[src/rtl/multi_pkg.sv]
// Shared definitions for the multi-cycle unit issue controller.
//   MULTI_W          : operand/result width of the compute unit
//   DEFAULT_DEPTH    : default result FIFO depth (power of two, >= 2)
//   DEFAULT_TIMEOUT  : default completion timeout in WAIT cycles (1..255)
//   OPS_W            : width of the completed-op counter
//   issue_state_t    : issue FSM states
package multi_pkg;

  localparam int MULTI_W         = 64;
  localparam int DEFAULT_DEPTH   = 2;
  localparam int DEFAULT_TIMEOUT = 15;
  localparam int OPS_W           = 16;

  typedef enum logic [1:0] {
    IDLE  = 2'd0,
    ISSUE = 2'd1,
    WAIT  = 2'd2,
    ERROR = 2'd3
  } issue_state_t;

endpackage

[src/rtl/multi_issue_ctrl_if.sv]
// Stream and unit-side signal bundle for multi_issue_ctrl.
//   in_*   : operand stream (valid/ready) into the controller
//   unit_* : start/operand towards the unit, done/result back from it
//   out_*  : result stream (valid/ready) out of the controller
// Modports: slave = the controller, master = its environment.
interface multi_issue_if;
  import multi_pkg::*;

  logic               in_valid;
  logic               in_ready;
  logic [MULTI_W-1:0] in_data;
  logic               unit_start;
  logic [MULTI_W-1:0] unit_inp;
  logic               unit_done;
  logic [MULTI_W-1:0] unit_out;
  logic               out_valid;
  logic               out_ready;
  logic [MULTI_W-1:0] out_data;

  modport slave (
    input  in_valid, in_data, unit_done, unit_out, out_ready,
    output in_ready, unit_start, unit_inp, out_valid, out_data
  );

  modport master (
    output in_valid, in_data, unit_done, unit_out, out_ready,
    input  in_ready, unit_start, unit_inp, out_valid, out_data
  );

endinterface

[src/rtl/multi_result_fifo.sv]
// Synchronous result FIFO, registered write, no bypass.
//   clock, reset : posedge clock, synchronous active-high reset
//   push/push_data : write request; caller guarantees it never overflows
//   pop/pop_data   : read request / head entry (valid while !empty)
//   full, empty, count : occupancy status
module multi_result_fifo #(
  parameter int DEPTH = 2,
  parameter int WIDTH = 64
) (
  input  logic                   clock,
  input  logic                   reset,
  input  logic                   push,
  input  logic [WIDTH-1:0]       push_data,
  input  logic                   pop,
  output logic [WIDTH-1:0]       pop_data,
  output logic                   full,
  output logic                   empty,
  output logic [$clog2(DEPTH):0] count
);

  localparam int AW = $clog2(DEPTH);

  logic [WIDTH-1:0] mem_q [DEPTH];
  logic [AW-1:0]    wr_ptr_q, rd_ptr_q;
  logic [AW:0]      count_q;
  logic             rd_en;

  assign rd_en = pop && (count_q != '0);

  // NOTE: storage has no reset; only pointers and count need a defined value,
  // and a reset on the array would cost a reset net to every bit for nothing.
  always_ff @(posedge clock) begin
    if (push) mem_q[wr_ptr_q] <= push_data;
  end

  // NOTE: sequential state always uses <= so every flop samples pre-edge values.
  always_ff @(posedge clock) begin
    if (reset) begin
      wr_ptr_q <= '0;
      rd_ptr_q <= '0;
      count_q  <= '0;
    end else begin
      if (push)  wr_ptr_q <= wr_ptr_q + AW'(1);
      if (rd_en) rd_ptr_q <= rd_ptr_q + AW'(1);
      case ({push, rd_en})
        2'b10:   count_q <= count_q + (AW+1)'(1);
        2'b01:   count_q <= count_q - (AW+1)'(1);
        default: ;
      endcase
    end
  end

  assign pop_data = mem_q[rd_ptr_q];
  assign full     = (count_q == (AW+1)'(DEPTH));
  assign empty    = (count_q == '0);
  assign count    = count_q;

endmodule

[src/rtl/multi_issue_ctrl.sv]
// Issue controller for the fixed-latency 64-bit compute unit.
// Accepts one operand at a time, pulses unit_start, waits for unit_done,
// queues the result and streams it out. An operand is only accepted when the
// result FIFO has a free slot, so a completing op can always be stored.
//   clock, reset  : posedge clock, synchronous active-high reset
//   bus (slave)   : operand stream, unit handshake, result stream
//   err_timeout   : sticky, unit did not answer within TIMEOUT WAIT cycles
//   err_spurious  : sticky, unit_done seen while no op was waiting for it
//   ops_done      : completed-op counter, wraps modulo 2^16
module multi_issue_ctrl
  import multi_pkg::*;
#(
  parameter int DEPTH   = DEFAULT_DEPTH,
  parameter int TIMEOUT = DEFAULT_TIMEOUT
) (
  input  logic             clock,
  input  logic             reset,
  multi_issue_if.slave     bus,
  output logic             err_timeout,
  output logic             err_spurious,
  output logic [OPS_W-1:0] ops_done
);

  localparam int            CW        = $clog2(DEPTH) + 1;
  localparam logic [CW-1:0] DEPTH_C   = CW'(DEPTH);
  localparam logic [7:0]    TIMEOUT_C = 8'(TIMEOUT);

  issue_state_t       state_q;
  logic [MULTI_W-1:0] unit_inp_q;
  logic               unit_start_q;
  logic               in_ready_q;
  logic               err_timeout_q;
  logic               err_spurious_q;
  logic [7:0]         wait_cnt_q;
  logic [OPS_W-1:0]   ops_done_q;

  logic               accept, done_ok, timeout_hit;
  logic               fifo_push, fifo_pop, fifo_full, fifo_empty;
  logic [CW-1:0]      fifo_count, fifo_count_d;
  logic [MULTI_W-1:0] fifo_rd_data;

  // NOTE: every signal gets a default at the top so no path leaves it unassigned (no latch).
  always_comb begin
    accept      = (state_q == IDLE) && in_ready_q && bus.in_valid;
    done_ok     = (state_q == WAIT) && bus.unit_done;
    // Done in the same cycle as expiry takes priority over the timeout.
    timeout_hit = (state_q == WAIT) && !bus.unit_done && (wait_cnt_q + 8'd1 == TIMEOUT_C);
    fifo_pop    = !fifo_empty && bus.out_ready;
    fifo_push   = done_ok && (!fifo_full || fifo_pop);
    // Occupancy after this edge; in_ready for the next cycle is derived from it
    // so it is a pure register and never follows in_valid/out_ready combinationally.
    fifo_count_d = fifo_count;
    if (fifo_push && !fifo_pop)      fifo_count_d = fifo_count + CW'(1);
    else if (!fifo_push && fifo_pop) fifo_count_d = fifo_count - CW'(1);
  end

  always_ff @(posedge clock) begin
    if (reset) begin
      state_q        <= IDLE;
      unit_inp_q     <= '0;
      unit_start_q   <= 1'b0;
      in_ready_q     <= 1'b0;
      err_timeout_q  <= 1'b0;
      err_spurious_q <= 1'b0;
      wait_cnt_q     <= '0;
      ops_done_q     <= '0;
    end else begin
      unit_start_q <= 1'b0;
      in_ready_q   <= 1'b0;
      if (bus.unit_done && (state_q != WAIT)) err_spurious_q <= 1'b1;

      case (state_q)
        IDLE: begin
          if (accept) begin
            unit_inp_q   <= bus.in_data;
            unit_start_q <= 1'b1;
            state_q      <= ISSUE;
          end else begin
            in_ready_q <= (fifo_count_d < DEPTH_C);
          end
        end
        ISSUE: begin
          wait_cnt_q <= '0;
          state_q    <= WAIT;
        end
        WAIT: begin
          wait_cnt_q <= wait_cnt_q + 8'd1;
          if (done_ok) begin
            ops_done_q <= ops_done_q + 16'd1;
            in_ready_q <= (fifo_count_d < DEPTH_C);
            state_q    <= IDLE;
          end else if (timeout_hit) begin
            err_timeout_q <= 1'b1;
            state_q       <= ERROR;
          end
        end
        ERROR: begin
          // Terminal until reset; the FIFO keeps draining on its own.
        end
        default: state_q <= IDLE;
      endcase
    end
  end

  multi_result_fifo #(
    .DEPTH (DEPTH),
    .WIDTH (MULTI_W)
  ) u_fifo (
    .clock     (clock),
    .reset     (reset),
    .push      (fifo_push),
    .push_data (bus.unit_out),
    .pop       (fifo_pop),
    .pop_data  (fifo_rd_data),
    .full      (fifo_full),
    .empty     (fifo_empty),
    .count     (fifo_count)
  );

  assign bus.in_ready   = in_ready_q;
  assign bus.unit_start = unit_start_q;
  assign bus.unit_inp   = unit_inp_q;
  assign bus.out_valid  = !fifo_empty;
  assign bus.out_data   = fifo_rd_data;
  assign err_timeout    = err_timeout_q;
  assign err_spurious   = err_spurious_q;
  assign ops_done       = ops_done_q;

endmodule
[src/flat_wrapper.sv]
// flat-port wrapper written by rule: the top's interface ports become plain ports
module multi_issue_ctrl_flat import multi_pkg::*;
#(
  parameter int DEPTH   = DEFAULT_DEPTH,
  parameter int TIMEOUT = DEFAULT_TIMEOUT
)
  (clock, reset, err_timeout, err_spurious, ops_done, bus_in_valid, bus_in_data, bus_unit_done, bus_unit_out, bus_out_ready, bus_in_ready, bus_unit_start, bus_unit_inp, bus_out_valid, bus_out_data);
  multi_issue_if bus_i ();
  input  logic clock;
  input  logic reset;
  output logic err_timeout;
  output logic err_spurious;
  output logic [OPS_W-1:0] ops_done;
  input wire logic [$bits(bus_i.in_valid)-1:0] bus_in_valid;
  input wire logic [$bits(bus_i.in_data)-1:0] bus_in_data;
  input wire logic [$bits(bus_i.unit_done)-1:0] bus_unit_done;
  input wire logic [$bits(bus_i.unit_out)-1:0] bus_unit_out;
  input wire logic [$bits(bus_i.out_ready)-1:0] bus_out_ready;
  output wire logic [$bits(bus_i.in_ready)-1:0] bus_in_ready;
  output wire logic [$bits(bus_i.unit_start)-1:0] bus_unit_start;
  output wire logic [$bits(bus_i.unit_inp)-1:0] bus_unit_inp;
  output wire logic [$bits(bus_i.out_valid)-1:0] bus_out_valid;
  output wire logic [$bits(bus_i.out_data)-1:0] bus_out_data;
  assign bus_i.in_valid = bus_in_valid;
  assign bus_i.in_data = bus_in_data;
  assign bus_i.unit_done = bus_unit_done;
  assign bus_i.unit_out = bus_unit_out;
  assign bus_i.out_ready = bus_out_ready;
  assign bus_in_ready = bus_i.in_ready;
  assign bus_unit_start = bus_i.unit_start;
  assign bus_unit_inp = bus_i.unit_inp;
  assign bus_out_valid = bus_i.out_valid;
  assign bus_out_data = bus_i.out_data;
  multi_issue_ctrl #(.DEPTH(DEPTH), .TIMEOUT(TIMEOUT)) u_core (.clock(clock), .reset(reset), .bus(bus_i), .err_timeout(err_timeout), .err_spurious(err_spurious), .ops_done(ops_done));
endmodule
[config.mk]
export PLATFORM = sky130hd
export DESIGN_NAME = multi_issue_ctrl_flat
export DESIGN_NICKNAME = d
export VERILOG_FILES = /design/src/rtl/multi_pkg.sv /design/src/rtl/multi_issue_ctrl_if.sv /design/src/rtl/multi_result_fifo.sv /design/src/rtl/multi_issue_ctrl.sv /design/src/flat_wrapper.sv
export SDC_FILE = /design/constraint.sdc
export NUM_CORES = 1
export LEC_CHECK = 0
export ABC_AREA = 1
export ABC_CLOCK_PERIOD_IN_PS = 6700
export CAP_MARGIN = 20
export CORE_ASPECT_RATIO = 0.75
export CORE_MARGIN = 3
export CORE_UTILIZATION = 30
export DETAILED_ROUTE_END_ITERATION = 7
export PLACE_DENSITY_LB_ADDON = 0.15
export SLEW_MARGIN = 20
export SYNTH_ARGS = -nofsm -noshare
export SYNTH_HDL_FRONTEND = slang
export SYNTH_SLANG_ARGS = --single-unit
[constraint.sdc]
create_clock -name clock -period 6.7 [get_ports clock]
set_input_delay 2.01 -clock clock [delete_from_list [all_inputs] [get_ports clock]]
set_output_delay 2.01 -clock clock [all_outputs]
set_load 0.01 [all_outputs]
Word level (Yosys, flattened, before mapping)
Memory sizes are Yosys's and may differ from the RTL's. A register that Yosys moved wholly into a read port is not among the register bits.
Cells that the tools add are included.
{ "totals": {"output_inout_bits": 149, "ff_bits": 98, "wordCells": 74, "mem_count": 1, "mem_bits_rw": 128} }
{ "memory_table": {"columns": ["memory", "words", "width", "rd", "rd_clocked_by_memory_dff", "wr", "line", "rtl"], "rows": [
  ["u_core.u_fifo.mem_q", 2, 64, 1, 1, 1, "multi_result_fifo.sv:23", "logic [WIDTH-1:0] mem_q [DEPTH];"]
]} }
{ "op_classes": {"eq_ne": 9, "n_mux": 16, "magnitude_cmp": 1, "n_addsub": 6, "bitwise": 2, "reduce_logical": 28} }
{ "ops": {"columns": ["cell", "n"], "rows": [
  ["$add 16x1->16 const B", 1],
  ["$pmux 8 s2", 1],
  ["$logic_and 1x1->1", 11],
  ["$mux 2", 5],
  ["$add 8x1->8 const B", 1],
  ["$eq 8x4->1 const B", 1],
  ["$mux 1", 7],
  ["$eq 2x2->1 const B", 3],
  ["$pmux 2 s3", 1],
  ["$reduce_and 3->1", 2],
  ["$reduce_bool 2->1", 3],
  ["$logic_not 1->1", 5],
  ["$eq 2x1->1 const B", 2],
  ["$logic_not 2->1", 2],
  ["$pmux 2 s2", 1],
  ["$reduce_and 2->1", 2],
  ["$ne 3x1->1 const B", 1],
  ["$reduce_bool 3->1", 1],
  ["$add 1x1->1 const B", 2],
  ["$add 2x1->2 const B", 1],
  ["$lt 2x2->1 const B", 1],
  ["$ne 2x1->1 const B", 1],
  ["$ne 2x2->1 const B", 1],
  ["$not 1->1", 2],
  ["other kinds (4)", 4]
]} }

Depth between registers and ports, before layout
Gate-level depths: netlist of run 1.
{ "depth": {"depth_word": 12, "mapped_depth": 13} }

Modules after synthesis
Synthesis of run 1 repeated with hierarchy kept, for this count alone.
{ "hier_totals": {"cells_unflattened": 749, "hier_area_um2": 8991.1} }
{ "by_module_without_submodules": {"columns": ["mod", "instances", "area_each_um2", "cells_each"], "rows": [
  ["multi_result_fifo", 1, 5156.2, 236],
  ["multi_issue_ctrl", 1, 3834.9, 513]
]} }

Worst setup path after synthesis of run 1
No wires, ideal clock.
{ "synth_path": {"path_kind": "input to register", "from": "input port bus_out_ready", "to": "memory u_core.u_fifo.mem_q[1][0], enable pin", "arrival_ns": 5.175, "cell_stages": 4, "slack_ns": 1.038, "path_buffers": 0, "path_cell_list": "nand2_1 > a21oi_1 > inv_1 > nor2_1"} }
{ "synth_via": {"elab_chain_cells": 5} }
{ "synth_lines": {"columns": ["item", "line", "rtl"], "rows": [
  ["start, declared", "flat_wrapper.sv:18", "input wire logic [$bits(bus_i.out_ready)-1:0] bus_out_ready;"],
  ["$logic_and 1x1->1", "multi_issue_ctrl.sv:48", "fifo_pop = !fifo_empty && bus.out_ready;"],
  ["$logic_or 1x1->1", "multi_issue_ctrl.sv:49", "fifo_push = done_ok && (!fifo_full || fifo_pop);"],
  ["$logic_and 1x1->1", "multi_issue_ctrl.sv:49", null],
  ["$mux 1", "multi_result_fifo.sv:33", "if (push) mem_q[wr_ptr_q] <= push_data;"],
  ["$mux 1 (implied by the code)", "multi_result_fifo.sv:33", null],
  ["end, declared", "multi_result_fifo.sv:23", null]
]} }
No other way between the ends.

==> results.txt, run 1 <==
TritonCTS built the clock tree. The maximum net fanout on the critical path came out at 36. The top achievable clock speed is a little over 0.2 GHz.

The core region is 28200 um2. The slew at the pin closest to its max-slew limit is just over 0.9 ns. The leakage power figure came out at between 0.004 and 0.005 uW. Clock-pin slew was measured on the worst setup and hold paths at about 0.06 ns. In the synthesized netlist, the number of instances is roughly 730. In this run the horizontal extent of the chip is 202 um. The number of buffers created by CTS is 26. The total routing resource utilization after global routing is 0.137.

The post-synthesis sequential element count came out at 227. Of the total power, combinational logic draws 0.269. The buffer levels on the longest clock path came out at 3. The total detailed-routing wirelength is 22.1 mm. Counting distinct cell types in the post-synthesis netlist gives 29. The share of final-layout standard cells stronger than drive strength 1 is 0.121. The count of boundary I/O pins came out at 282. The initial core utilization came out at 0.307. The first-pass GRT wire length is 34.1 mm. The total design power came out at 4260 uW. Dividing the detail-routed wire length by the instance count gives approximately 16 um. In the routed layout, each cell is associated on average with a via count of between 4 and 5. The count of input and output buffers came out at 281. The number of buffers added for setup after CTS is 0. The category of the worst setup path capture point is a primary output. The part of the power in the clock network is 0.325. The number of global-route vias before repair is just over 6000. By area the synthesized netlist is led by sky130_fd_sc_hd__edfxtp_1, sky130_fd_sc_hd__dfxtp_1, sky130_fd_sc_hd__mux2_2, sky130_fd_sc_hd__a21oi_1, sky130_fd_sc_hd__o21ai_0. The count of H-tree levels built during CTS is 1. The internal power of the cells is around 3100 uW.

The combined area of all synthesized cells is 8640 um2. The global route total overflow is 0. The routed layout has 6170 vias.

The net count of the finished layout is 1153. The total non-filler cell area in the finished layout came out at 12700 um2. The total DRC errors in the routed layout came out at 0. The post-CTS resize count came out at 0.

Summing all multi-input logic gate instances after layout gives 2350 um2. The total area of sequential cells is 5830 um2. The power density over the cells came out at 335 nW/um2. The row count is 53. The number of warnings printed during yosys synthesis came out at 0.

The repair_antennas step left the layout with diodes totalling 0. Once detail routing completed, the nets flagged for antenna violations numbered 0. The switching power as a share of total power came out at 0.273. For the worst-skew pair, the clock arrives at the later sink with an insertion delay of ~0.51 ns. Entering global routing, the biggest net connects 132 pins. The final count of pins violating max slew is 0.

The tightest min-delay check is of the flop to flop type. The number of antenna violations at the first check in global routing is 0. The worst setup path is launched from a flop. The mean post-synth cell area came out at 11.9 um2. The share of the clock period used by the worst path after layout is 0.720. The height of the die came out at 153 um. The count of final hold-check violations is 0. The arrival time of data at the critical path endpoint came out at approximately 2.8 ns. The critical path in this run is classified as flop to primary output. The cell area after placement is 11900 um2.

The wire-length estimate of the detail-placed layout is 15.1 mm. The biggest area consumer among synthesized cells is sky130_fd_sc_hd__edfxtp_1. The final sum of negative setup slack came out at 0 ns. The number of inserted filler cells in the final layout came out at around 2600. The length of the first detailed-routing pass in iterations came out at 4. Setup repair after global routing left no endpoint under its margin.

The maximum VDD drop came out at 0.154 mV. The required time of the worst setup path is around 4.7 ns. The worst clock skew came out at 0.00843 ns. The normalized max-slew margin is 0.380. The number of nets in the synthesized netlist is 869. The share of total power in sequential cells came out at 0.407. The proportion of netlist area held by the largest area contributor came out at 0.445.

The number of sinks driven by the clock tree came out at 227. From synthesis to final layout, the design area changed by 47.3%. The time the worst path needs with I/O delays and setup came out at between 4 and 5 ns. The register area share after synthesis came out at 0.674. The run finished with clean final reports. The leading cell type in the layout, fill and taps excluded is sky130_fd_sc_hd__clkdlybuf4s50_1. The tree is rooted in a sky130_fd_sc_hd__clkbuf_16. The net load switching power is 1160 uW. The quantity of hold-fixing buffers added after cts is 0. The die area came out at 30900 um2. The total of endpoints with negative setup slack in the final report came out at 0. The final weighted congestion in routability-driven placement came out at 0.740. In the layout the commonest cells are sky130_fd_sc_hd__clkdlybuf4s50_1, sky130_fd_sc_hd__edfxtp_1, sky130_fd_sc_hd__dfxtp_1. The max-capacitance violation count is 0.

The DRC marker count from the first detailed-route iteration is 326.
==> cell usage after synthesis, drive strengths merged <==
master   instances
xor2             8
nor3             4
nand3b           1
a21oi           90
o21a             2
nand3           12
a2bb2oi          1
a31oi            1
o21bai           1
buf             11
nor2            41
clkbuf          20
inv             97
edfxtp         128
nand2           58
dfxtp           99
ha              10
o21ai           75
a211oi           1
nand4            2
mux2            64
==> through the flow <==
stage	worst slack, ns	hold slack (ns)	instances	util
after global routing	1.68	0.460	1413	0.452
final	1.87	0.443	1413	0.452
after CTS	1.76	0.446	1413	0.452
after global placement	1.93	0.431	1367	0.422
after detailed placement	1.88	0.437	1367	0.422
after floorplan	1.04	0.453	726	-
==> cell type report <==
| type | instances | area share |
|---|---|---|
| Sequential cell | 227 | 0.458 |
| Timing Repair Buffer | 287 | 0.225 |
| Multi-Input combinational cell | 371 | 0.185 |
| Clock buffer | 37 | 0.0579 |
| Tap cell | 385 | 0.0378 |
| Inverter | 97 | 0.0288 |
| Clock inverter | 9 | 0.00806 |
==> sequential cells by signal (all words and copies together) (netlist names), named ones only <==
signal,count
u_core.err_timeout,1
u_core.err_spurious,1
u_core.bus.unit_start,1
u_core.u_fifo.rd_ptr_q,1
u_core.state_q,2
u_core.bus.unit_inp,64
u_core.u_fifo.wr_ptr_q,1
u_core.ops_done,16
u_core.u_fifo.count,2
u_core.bus.in_ready,1
u_core.wait_cnt_q,8
u_core.u_fifo.mem_q,128
==> cells by family (layout without fill, tap and decap cells) <==
logic type                 Yosys count  in the layout  synth area share
DFF                                227            227             0.674
AOI/OAI and AO/OA                  171            171             0.101
buffers and inverters              128            430            0.0570
and+or+nand+nor                    118            118            0.0624
muxes                               64             64            0.0834
adders and majority gates           10             10            0.0145
xor gates and xnor gates             8              8           0.00811
==> metal layers <==
| metal | track usage | vias to the layer above | part of all wire |
|---|---|---|---|
| met5 | 0 | - | 0 |
| met4 | 0.0322 | 0 | 0.019 |
| met3 | 0.0658 | 28 | 0.11 |
| met2 | 0.202 | 229 | 0.42 |
| met1 | 0.184 | 2863 | 0.45 |
| li1 | - | 3050 | - |
==> critical path: stages, from the launching register on <==
cell and delay [ns]:
sky130_fd_sc_hd__dfxtp_2 0.79, sky130_fd_sc_hd__buf_4 0.56, sky130_fd_sc_hd__mux2_2 0.40, sky130_fd_sc_hd__clkdlybuf4s50_1 0.50
==> power by group through the flow <==
stage	Combinational, uW	Clock [uW]	Sequential (uW)
3_5_place_dp	1160	0	1760
6_report	1140	1380	1730
2_1_floorplan	535	0	1770
4_1_cts	1170	1430	1740
3_3_place_gp	1160	0	1760
5_1_grt	1250	1500	1750
==> final timing paths <==
path | from | end | slack (ns) | depth (start not counted)
max | flop | bus_out_data[47] | 1.87 | 3
min | u_core.bus.unit_inp[23]$_SDFFE_PP0P_ | u_core.bus.unit_inp[23]$_SDFFE_PP0P_ | 0.44 | 2
max reg2reg | u_core.u_fifo.count[0]$_SDFFE_PP0P_ | u_core.u_fifo.mem_q[1][20]$_DFFE_PP_ | 3.76 | 8
min reg2reg | u_core.bus.unit_inp[23]$_SDFFE_PP0P_ | u_core.bus.unit_inp[23]$_SDFFE_PP0P_ | 0.44 | 2
No activity file was read; power rests on OpenSTA's default activity.
==> run 2: changes to the inputs <==
ABC_CLOCK_PERIOD_IN_PS = 4210   (was 6700)
clock period = 4.21 ns   (was 6.7 ns; I/O delays follow)
==> run 2 against run 1 <==
Net effect:
- sequential share of layout area barely moved
- sequential power rose by 57%
- sequential cell count did not move
- combinational power rose by 66%
- clock-buffer cell count fell by 8
- clock skew rose by 0.00055 ns
- critical endpoint is now bus_out_data[36]
==> results.txt, run 2 (synthesis gave the netlist of run 1 again) <==
The normalized max-slew margin came out at 0.638. The post-CTS resize count is 0. CTS built an H-tree with a depth of 1. The power density over the cells is 529 nW/um2.

The number of sinks driven by the clock tree came out at 227. The half-perimeter wire length after detailed placement came out at 14.8 mm. The critical path goes through buf_12 > mux2_2 > clkdlybuf4s50_1.

After routing the design area is 12700 um2. The row count is 53. The number of antenna violations at the first check in global routing came out at 0. Of the total power, the share spent switching nets is 0.275. The number of global-route vias before repair came to ~6000. The maximum net fanout on the critical path came out at 64. The net count of the finished layout came out at approximately 1200.

The largest single stage delay on the critical path is 0.51 ns. Internal power comes to slightly below 5000 uW. The placed instances occupy a cell area of 11900 um2. The leakage power figure is 0.00438 uW. The number of diodes added for antenna fixing is 0. Static timing analysis puts the maximum clock frequency at 0.297 GHz. The worst slack on hold paths is approximately 0.44 ns. The library cell used most frequently in the layout, excluding fill and tap cells, is sky130_fd_sc_hd__clkdlybuf4s50_1.

Setup repair after global routing left no endpoint under its margin. The via total after detailed routing came out at 6081. The net load switching power came out at 1860 uW. The run finished with clean final reports. Among all stages on the critical path, the largest delay is contributed by sky130_fd_sc_hd__clkdlybuf4s50_1. The floorplan step defined a die boundary enclosing 30900 um2.

After layout, the design draws a total of 6740 uW. The share of total power dissipated in combinational logic is 0.280. After detailed routing, the number of remaining DRC violations is 0.

The first-pass GRT wire length is 33.6 mm. The DRC marker count from the first detailed-route iteration came out at 240. The time the worst path needs with I/O delays and setup is roughly 3.4 ns. Dividing the detail-routed via count by the number of cells gives around 4.3. The share of the clock period used by the worst path after layout came out at 0.800. The initial core utilization came out at 0.307. The residual antenna-violating net count after detailed routing is 0. The final count of pins violating max slew was 0. The number of buffers added for setup after CTS came out at 0. The total detailed-routing wirelength is 21.7 mm. The quantity of hold-fixing buffers added after cts is 0. The height of the die came out at around 150 um. The post-detailed-route wirelength per cell is 15.3 um. The maximum VDD drop is approximately 0.28 mV.

The final weighted congestion in routability-driven placement came out at roughly 0.72. The layout-stage area growth over the synthesis result came out at 47.4%. In this run the deepest clock path goes through 3 buffers. The global route total overflow came out at 0. Of the total power, registers draw 0.403. The largest net degree at the start of global routing is 130. TritonCTS built the clock tree. The root buffer cell chosen for the clock tree is sky130_fd_sc_hd__clkbuf_16.

The flip-flop count of the largest register, all copies and words added came out at 128. The kind of critical path is flop to primary output. The count of final hold-check violations is 0.

Before antenna repair, the detailed router went through 4 iterations. The final sum of negative setup slack is 0 ns. The total routing resource utilization after global routing came out at 0.135. The min-delay analysis places its worst path in the category flop to flop. The part of the power in the clock network is 0.317. The die outline width came out at approximately 200 um. In the layout the commonest cells are sky130_fd_sc_hd__clkdlybuf4s50_1, sky130_fd_sc_hd__edfxtp_1, sky130_fd_sc_hd__dfxtp_1. STA classifies the critical path startpoint as a flop. Clock skew on the completed layout was measured at 0.00898 ns. The max-capacitance violation count is 0.

Pin placement for this block handled 282 I/O pins. The non-filler instance count after layout is 1414. The arrival time of data at the critical path endpoint is 2.10 ns. The number of buffers created by CTS came out at 25.

STA classifies the critical path endpoint as a primary output. The register with the most flip-flops is u_core.u_fifo.mem_q. The share of final-layout standard cells stronger than drive strength 1 is 0.122.

In this run, placement finished with an instance count of 1368. The total core area came out at 28200 um2. The clock reaches the later pin of the worst-skew pair after 0.51 ns. For the pin with the worst max-slew slack, the measured transition is 0.543 ns. The total of endpoints with negative setup slack in the final report came out at 0. The clock slew at the register clock pins of the worst setup and hold paths is 0.06 ns. The count of input and output buffers came out at between 200 and 300. The required time of the worst setup path came out at about 3.0 ns.
## run 2: power groups by stage
stage / Clock (uW) / Combinational [uW] / Sequential, uW
6_report: 2140 / 1890 / 2710
3_3_place_gp: 0 / 1920 / 2750
3_5_place_dp: 0 / 1910 / 2760
4_1_cts: 2230 / 1930 / 2720
2_1_floorplan: 0 / 853 / 2810
5_1_grt: 2310 / 2060 / 2740
## run 2: final cells by class
class                      count  area [um2]
clock buffer                  29         641
clock inverter                17         170
fill                        2671       15400
inverter                      97         367
multi-input combinational    371        2350
sequential                   227        5830
tap                          385         482
timing repair buffer         288        2900
## run 2: layer usage
layer	up-vias	track usage	wire length [um]
li1	3059	-	-
met1	2776	0.180	9910
met2	217	0.197	8830
met3	29	0.0700	2550
met4	0	0.0266	386
met5	-	0	0
## run 2: final timing paths
| path | startpoint | endpoint | slack, ns | cells after the start |
|---|---|---|---|---|
| worst max-delay path | flop | bus_out_data[36] | 0.84 | 3 |
| worst min-delay path | u_core.bus.unit_inp[0]$_SDFFE_PP0P_ | u_core.bus.unit_inp[0]$_SDFFE_PP0P_ | 0.44 | 2 |
| worst max register to register | u_core.u_fifo.count[0]$_SDFFE_PP0P_ | u_core.u_fifo.mem_q[0][0]$_DFFE_PP_ | 1.96 | 8 |
| worst min register to register | u_core.bus.unit_inp[0]$_SDFFE_PP0P_ | u_core.bus.unit_inp[0]$_SDFFE_PP0P_ | 0.44 | 2 |
## run 2: per-stage QoR
stage | worst slack, ns | utilization
6_report | 0.842 | 0.452
5_1_grt | 0.766 | 0.452
4_1_cts | 0.794 | 0.452
3_5_place_dp | 0.867 | 0.423
3_3_place_gp | 0.912 | 0.423
2_1_floorplan | 0.364 | -
## run 2: worst max-delay path, delay by kind of cell, from the launching register on
kind,cells,cell delay [ns]
multiplexers,1,0.38
flip-flops,1,0.34
buffers and inverters,2,0.83
